<file path="src/rtl/instr_fetch.sv">
// Instruction fetch stage: assembles 16-bit words from an 8-bit memory,
// keeps the last word in a one-entry address-tagged buffer.
module instr_fetch (
   input  logic        clock,
   input  logic        reset,
   input  logic [15:0] pc,
   input  logic        fetch_en,
   output logic [15:0] instr,
   output logic        instr_valid,
   output logic        stall,
   output logic        misalign,
   output logic [15:0] mem_addr,
   output logic        mem_req,
   input  logic        mem_ack,
   input  logic [7:0]  mem_rdata
);

   typedef enum logic [1:0] {
      IDLE   = 2'd0,
      REQ_LO = 2'd1,
      REQ_HI = 2'd2
   } state_t;

   state_t      state_q, state_d;
   logic [15:0] fetch_addr_q, fetch_addr_d;
   logic [15:0] mem_addr_q, mem_addr_d;
   logic        mem_req_q, mem_req_d;
   logic [7:0]  lo_byte_q, lo_byte_d;
   logic [15:0] buf_addr_q, buf_addr_d;
   logic [15:0] buf_data_q, buf_data_d;
   logic        buf_valid_q, buf_valid_d;
   logic        misalign_q, misalign_d;

   logic        hit;
   logic        miss;

   assign hit  = buf_valid_q & (buf_addr_q == pc);
   assign miss = fetch_en & ~hit & ~pc[0];

   assign instr       = buf_data_q;
   assign instr_valid = hit;
   assign stall       = miss & ~reset;
   assign misalign    = misalign_q;
   assign mem_addr    = mem_addr_q;
   assign mem_req     = mem_req_q;

   always_comb begin
      state_d      = state_q;
      fetch_addr_d = fetch_addr_q;
      mem_addr_d   = mem_addr_q;
      mem_req_d    = mem_req_q;
      lo_byte_d    = lo_byte_q;
      buf_addr_d   = buf_addr_q;
      buf_data_d   = buf_data_q;
      buf_valid_d  = buf_valid_q;
      misalign_d   = misalign_q | (fetch_en & pc[0]);

      // A started fetch always runs to completion, whatever pc does.
      unique case (state_q)
         IDLE: begin
            mem_req_d = 1'b0;
            if (miss) begin
               fetch_addr_d = pc;
               mem_addr_d   = pc;
               mem_req_d    = 1'b1;
               state_d      = REQ_LO;
            end
         end
         REQ_LO: begin
            if (mem_ack) begin
               lo_byte_d  = mem_rdata;
               mem_addr_d = fetch_addr_q + 16'd1;
               state_d    = REQ_HI;
            end
         end
         REQ_HI: begin
            if (mem_ack) begin
               buf_data_d  = {mem_rdata, lo_byte_q};
               buf_addr_d  = fetch_addr_q;
               buf_valid_d = 1'b1;
               mem_req_d   = 1'b0;
               state_d     = IDLE;
            end
         end
         default: begin
            mem_req_d = 1'b0;
            state_d   = IDLE;
         end
      endcase
   end

   always_ff @(posedge clock) begin
      if (reset) begin
         state_q      <= IDLE;
         fetch_addr_q <= 16'd0;
         mem_addr_q   <= 16'd0;
         mem_req_q    <= 1'b0;
         lo_byte_q    <= 8'd0;
         buf_addr_q   <= 16'd0;
         buf_data_q   <= 16'd0;
         buf_valid_q  <= 1'b0;
         misalign_q   <= 1'b0;
      end else begin
         state_q      <= state_d;
         fetch_addr_q <= fetch_addr_d;
         mem_addr_q   <= mem_addr_d;
         mem_req_q    <= mem_req_d;
         lo_byte_q    <= lo_byte_d;
         buf_addr_q   <= buf_addr_d;
         buf_data_q   <= buf_data_d;
         buf_valid_q  <= buf_valid_d;
         misalign_q   <= misalign_d;
      end
   end

endmodule

</file>
<file path="config.mk">
export PLATFORM = sky130hd
export DESIGN_NAME = instr_fetch
export DESIGN_NICKNAME = d
export VERILOG_FILES = /design/src/rtl/instr_fetch.sv
export SDC_FILE = /design/constraint.sdc
export NUM_CORES = 1
export LEC_CHECK = 0
export CAP_MARGIN = 20
export CORE_MARGIN = 5
export CORE_UTILIZATION = 50
export CTS_CLUSTER_DIAMETER = 30
export DETAILED_ROUTE_END_ITERATION = 8
export PLACE_DENSITY = 0.87
export SYNTH_ARGS = -nofsm -noshare
export SYNTH_HDL_FRONTEND = slang
export SYNTH_SLANG_ARGS = --single-unit
</file>
<file path="constraint.sdc">
create_clock -name clock -period 3.5 [get_ports clock]
set_clock_uncertainty 0.1 [all_clocks]
set_input_delay 1.05 -clock clock [delete_from_list [all_inputs] [get_ports clock]]
set_output_delay 1.05 -clock clock [all_outputs]
set_load 0.03 [all_outputs]
</file>
Word level (Yosys, flattened, before mapping)
Cells that the tools add are included.

storage, ports and cells
  register bits = 77
  output and inout port bits = 36
  word-level logic and storage cells = 44

operators by class
  add/sub/neg operators = 1
  equal/unequal tests = 6
  multiplexer cells = 10
  bitwise logic cells = 10
  reduce and logical (&&, ||, !) cells = 8

operator list
  cell                                                 count
  two-way mux 16 bit                                   2
  one-hot mux 16 bit (2 select lines)                  1
  adder 16 x 1 -> 16 bit, second input constant        1
  equality test 16 bit                                 1
  AND reduction 2 bit                                  4
  two-way mux 2 bit                                    3
  != test 2 bit, second input constant                 3
  one-hot mux 2 bit (3 select lines)                   1
  AND reduction 3 bit                                  2
  AND 1 bit                                            5
  NOT 1 bit                                            4
  one-hot mux 1 bit (3 select lines)                   1
  equality test 2 x 1 -> 1 bit, second input constant  1
  equality test 2 bit, second input constant           1
  zero test 2 bit                                      1
  two-way mux 1 bit                                    2
  nonzero test 2 bit                                   1
  bitwise OR 1 bit                                     1

Longest topological paths before layout
  depth in word-level cells = 7
  mapped depth = 7

Least setup slack after synthesis
Ideal clock, no wire load.

  kind = in2out
  start point = input port pc[15]
  end point = output port stall
  arrival = 2.458 ns
  required time = 2.350 ns
  setup slack = -0.108 ns
  stages = 6
  path buffers = 1
  cells stage by stage = xnor2_1 > nor4bb_1 > and4b_1 > and2_1 > buf_2 > nor3_1

on the way
  longest elaborated chain between the ends = 6

ends and longest elaborated chain
  element                  line  source
  from (decl)              6     input logic [15:0] pc,
  equality test 16 bit     37    assign hit = buf_valid_q & (buf_addr_q == pc);
  AND 1 bit                37
  NOT 1 bit                38    assign miss = fetch_en & ~hit & ~pc[0];
  AND 1 bit (2 in series)  38
  AND 1 bit                42    assign stall = miss & ~reset;
  to (decl)                10    output logic stall,

No other way between the ends.

Worst setup path after layout
  start point = input port pc[8]
  end point = output port instr_valid

on the way
  longest elaborated chain between the ends = 2

ends and longest elaborated chain
  element               line  source
  equality test 16 bit  37
  AND 1 bit             37
  to (decl)             9     output logic instr_valid,

No other way between the ends.

==> results.txt <==
The flow ran to the end, but the final reports show violations. The checks that failed: negative setup slack. For the cell count after placement, the log shows 603. Counting the fill cells in the layout gives 483. The commonest register cell after synthesis is sky130_fd_sc_hd__dfxtp_1.

The async set-reset flop share out of synthesis was 0. In the final design database the tool counted 557 nets. Synthesized net count: 467.

The mean instance size in the synthesized netlist was 8.03 µm²; the number of setup violations in the final report was 1. The share of post-route cells with drive strength above 1 is 0.206, and the via count of the first global-routing pass is 3405. The area taken by multi-input logic gates is 2010 µm², and the final clock period utilization by the worst path is 1.01. The synthesized design contains 77 register bits. Worst-case setup slack after placement: -833 ps. The run gives 2350 ps as the worst path required time. Buffer cell driving the clock tree root: sky130_fd_sc_hd__clkbuf_8. In this run, synthesis inferred 0 flip-flops with an integrated enable.

In this run the count of I/O pins placed on the die edge is 64. The tools report the number of non-filler instances in the completed layout as 629. TritonCTS built the clock tree.

The worst-case reg-to-reg path depth came out at 12. The die is 93.9 µm tall. Setup repair after global routing could not meet its margin everywhere.

The number of sinks handled by clock tree synthesis was 77; the maximum net fanout on the critical path was 3. The floorplan step set the die width to 93.9 µm. The category of the worst setup path launch point is a primary input. For the warning count from the yosys run, the log shows 0. The run gives 0 as the number of max-slew violations in the final report. The first detailed-routing pass took 5 iterations. The share of synthesized area occupied by flip-flops and latches was 0.438; the number of vias per cell was 5.67. The worst setup path is of the primary input to primary output kind. For the initial antenna violation count, the log shows 0.

Dividing the detail-routed wire length by the instance count gives 17.3 µm. 0 antenna diodes ended up in the layout. The area enclosed by the die boundary was 8810 µm²; the number of DRC violations after detailed routing was 0. The H-tree generated during clock tree synthesis spans 3 levels. For the number of max-cap violations, the log shows 0. The total negative setup slack came out at -22.0 ps.

The worst hold path passes through 2 cells. Entering global routing, the biggest net connects 54 pins. The run gives 0 as the number of nets with antenna violations after detailed routing.

The tools report the worst slew slack as a fraction of its limit as 0.517. The clock period minus worst slack was 3520 ps. Port buffering added 63 buffers. The first-pass GRT wire length was 16.4 mm. The logs give 0.000226 V for the maximum vdd drop and 360 ps for the insertion delay of the later-clocked pin in the worst-skew pair. The register area is 1540 µm². The detailed router finished its first iteration with 447 violations. The total routed wirelength is 10.9 mm, and the count of vias placed by the detailed router is 3566.

The TritonCTS buffer count came out at 9. Summed over all layers, the global routing overflow is 0. The total standard cell area after synthesis came out at 3520 µm².

Synthesis produced a netlist whose cell count is 438. Site row count: 30. The logs give 0.704 for the core occupancy in the finished layout and -22.0 ps for the setup slack after layout. The synthesis-to-layout area growth works out to 36.8%. The top achievable clock speed was 284 MHz; the deepest clock path buffer count was 2. The number of different library cells used by synthesis comes to 45.

The analysis attributes to cell leakage a power of 1.80 nW. The core region is 6830 µm². Critical path capture point type: a primary output. The count of hold-fix buffers inserted at cts is 0, and the number of hold violations in the final report is 0. The post-DP HPWL was 6.95 mm; the arrival time at the worst endpoint was 2370 ps. For this design the ratio of total power to cell area is 396 nW/µm². The path class of the tightest hold or removal check is register to register. For the effective utilization at floorplan, the log shows 0.515. The clock-pin slew reported for the worst setup and hold paths after clock tree synthesis came out at 80 ps.

Total track usage: 0.238. Routability-driven placement finished with a final weighted congestion of 0.864. The pin slew with the least headroom to its limit works out to 723 ps.
synthesized netlist by cell type, types with 5 or more instances:
cell	number	area share
sky130_fd_sc_hd__and3_1	5	0.0089
sky130_fd_sc_hd__mux2i_1	18	0.051
sky130_fd_sc_hd__o2111ai_1	5	0.012
sky130_fd_sc_hd__dfxtp_1	77	0.44
sky130_fd_sc_hd__a21oi_1	49	0.070
sky130_fd_sc_hd__xor2_1	13	0.032
sky130_fd_sc_hd__nor4_1	5	0.0089
sky130_fd_sc_hd__nand3_1	9	0.013
sky130_fd_sc_hd__nand4_1	8	0.014
sky130_fd_sc_hd__xnor2_1	16	0.040
sky130_fd_sc_hd__clkbuf_1	23	0.025
sky130_fd_sc_hd__o21ai_0	7	0.010
sky130_fd_sc_hd__nand2_1	129	0.14
sky130_fd_sc_hd__nor2_1	21	0.022
sky130_fd_sc_hd__a31o_2	5	0.012
layout make-up:
| type | count | area share |
|---|---|---|
| Clock buffer | 10 | 0.0286 |
| Multi-Input combinational cell | 328 | 0.419 |
| Sequential cell | 77 | 0.320 |
| Timing Repair Buffer | 109 | 0.192 |
| Inverter | 3 | 0.00234 |
| Clock inverter | 6 | 0.0130 |
| Tap cell | 96 | 0.0250 |
state kept, by name, indices dropped and copies added, names as in the netlist:
name	cells
instr	16
state_q	2
buf_addr_q	16
buf_valid_q	1
lo_byte_q	8
mem_addr	16
mem_req	1
fetch_addr_q	16
misalign	1
routing by layer:
metal | routed length (µm) | track usage
met1 | 4370 | 0.302
met2 | 5280 | 0.384
met3 | 804 | 0.0457
met4 | 422 | 0.122
met5 | 0 | 0
through the flow:
step,hold WS (ps),total power [mW],cell area [µm²]
after floorplan,332,1.09,3520
after global placement,336,1.21,4410
after detailed placement,346,1.22,4410
after CTS,357,1.89,4760
after global routing,382,1.97,4810
final,356,1.90,4810
power breakdown:
part / internal [mW] / switching [mW] / total (mW) / leakage (nW)
Sequential: 0.905 / 0.0299 / 0.935 / 0.625
Combinational: 0.122 / 0.158 / 0.280 / 1.09
Clock: 0.346 / 0.342 / 0.688 / 0.0943
Total: 1.37 / 0.529 / 1.90 / 1.80
layout by cell type (no fill, tap or decap), drive strengths merged, types with 2 or more instances in the layout:
master / Yosys / routed
nor3: 2 / 2
clkinv: 0 / 2
buf: 6 / 54
nand4: 8 / 8
o21ai: 7 / 7
o311a: 2 / 2
mux2i: 18 / 18
clkdlybuf4s50: 0 / 44
clkinvlp: 0 / 3
clkbuf: 24 / 16
a31o: 5 / 5
nand2b: 3 / 3
xor2: 13 / 13
a31oi: 2 / 2
o41ai: 4 / 4
o2111ai: 5 / 5
and3: 5 / 5
dfxtp: 77 / 77
nor4: 6 / 6
inv: 3 / 3
o211ai: 4 / 4
nand2: 130 / 130
dlygate4sd2: 0 / 4
a21oi: 49 / 49
or3: 2 / 2
nor2: 22 / 22
nand3: 10 / 10
xnor2: 16 / 16
and4: 2 / 2
worst max-delay path, cell delays in order:
cell	delay, ps
sky130_fd_sc_hd__dlygate4sd2_1	290
sky130_fd_sc_hd__xnor2_2	220
sky130_fd_sc_hd__buf_4	150
sky130_fd_sc_hd__nand4_1	150
sky130_fd_sc_hd__nor4_4	330
sky130_fd_sc_hd__buf_6	190
kinds of logic after synthesis:
| family | synth area share |
|---|---|
| simple gates | 0.255 |
| compound gates | 0.139 |
| flops | 0.438 |
| buf+inv | 0.0402 |
| xor+xnor | 0.0722 |
| mux | 0.0512 |
| fa+ha+maj | 0.00356 |
timing repair:
item | 4_1_cts | 5_1_grt
pin swaps | 22 | 15
buffers inserted | 10 | 2
setup endpoints to repair | 2 | 2
gates resized for setup | 46 | 33
hold endpoints to repair | 0 | 0
gates cloned | 0 | 0
worst paths after layout:
path / start / endpoint / slack (ps)
max: pc[8] / instr_valid / -20
min: instr[2] / instr[2] / 360
max reg2reg: buf_addr_q[1] / mem_addr[6] / 840
min reg2reg: instr[2] / instr[2] / 360
No activity file was read; power rests on OpenSTA's default activity.
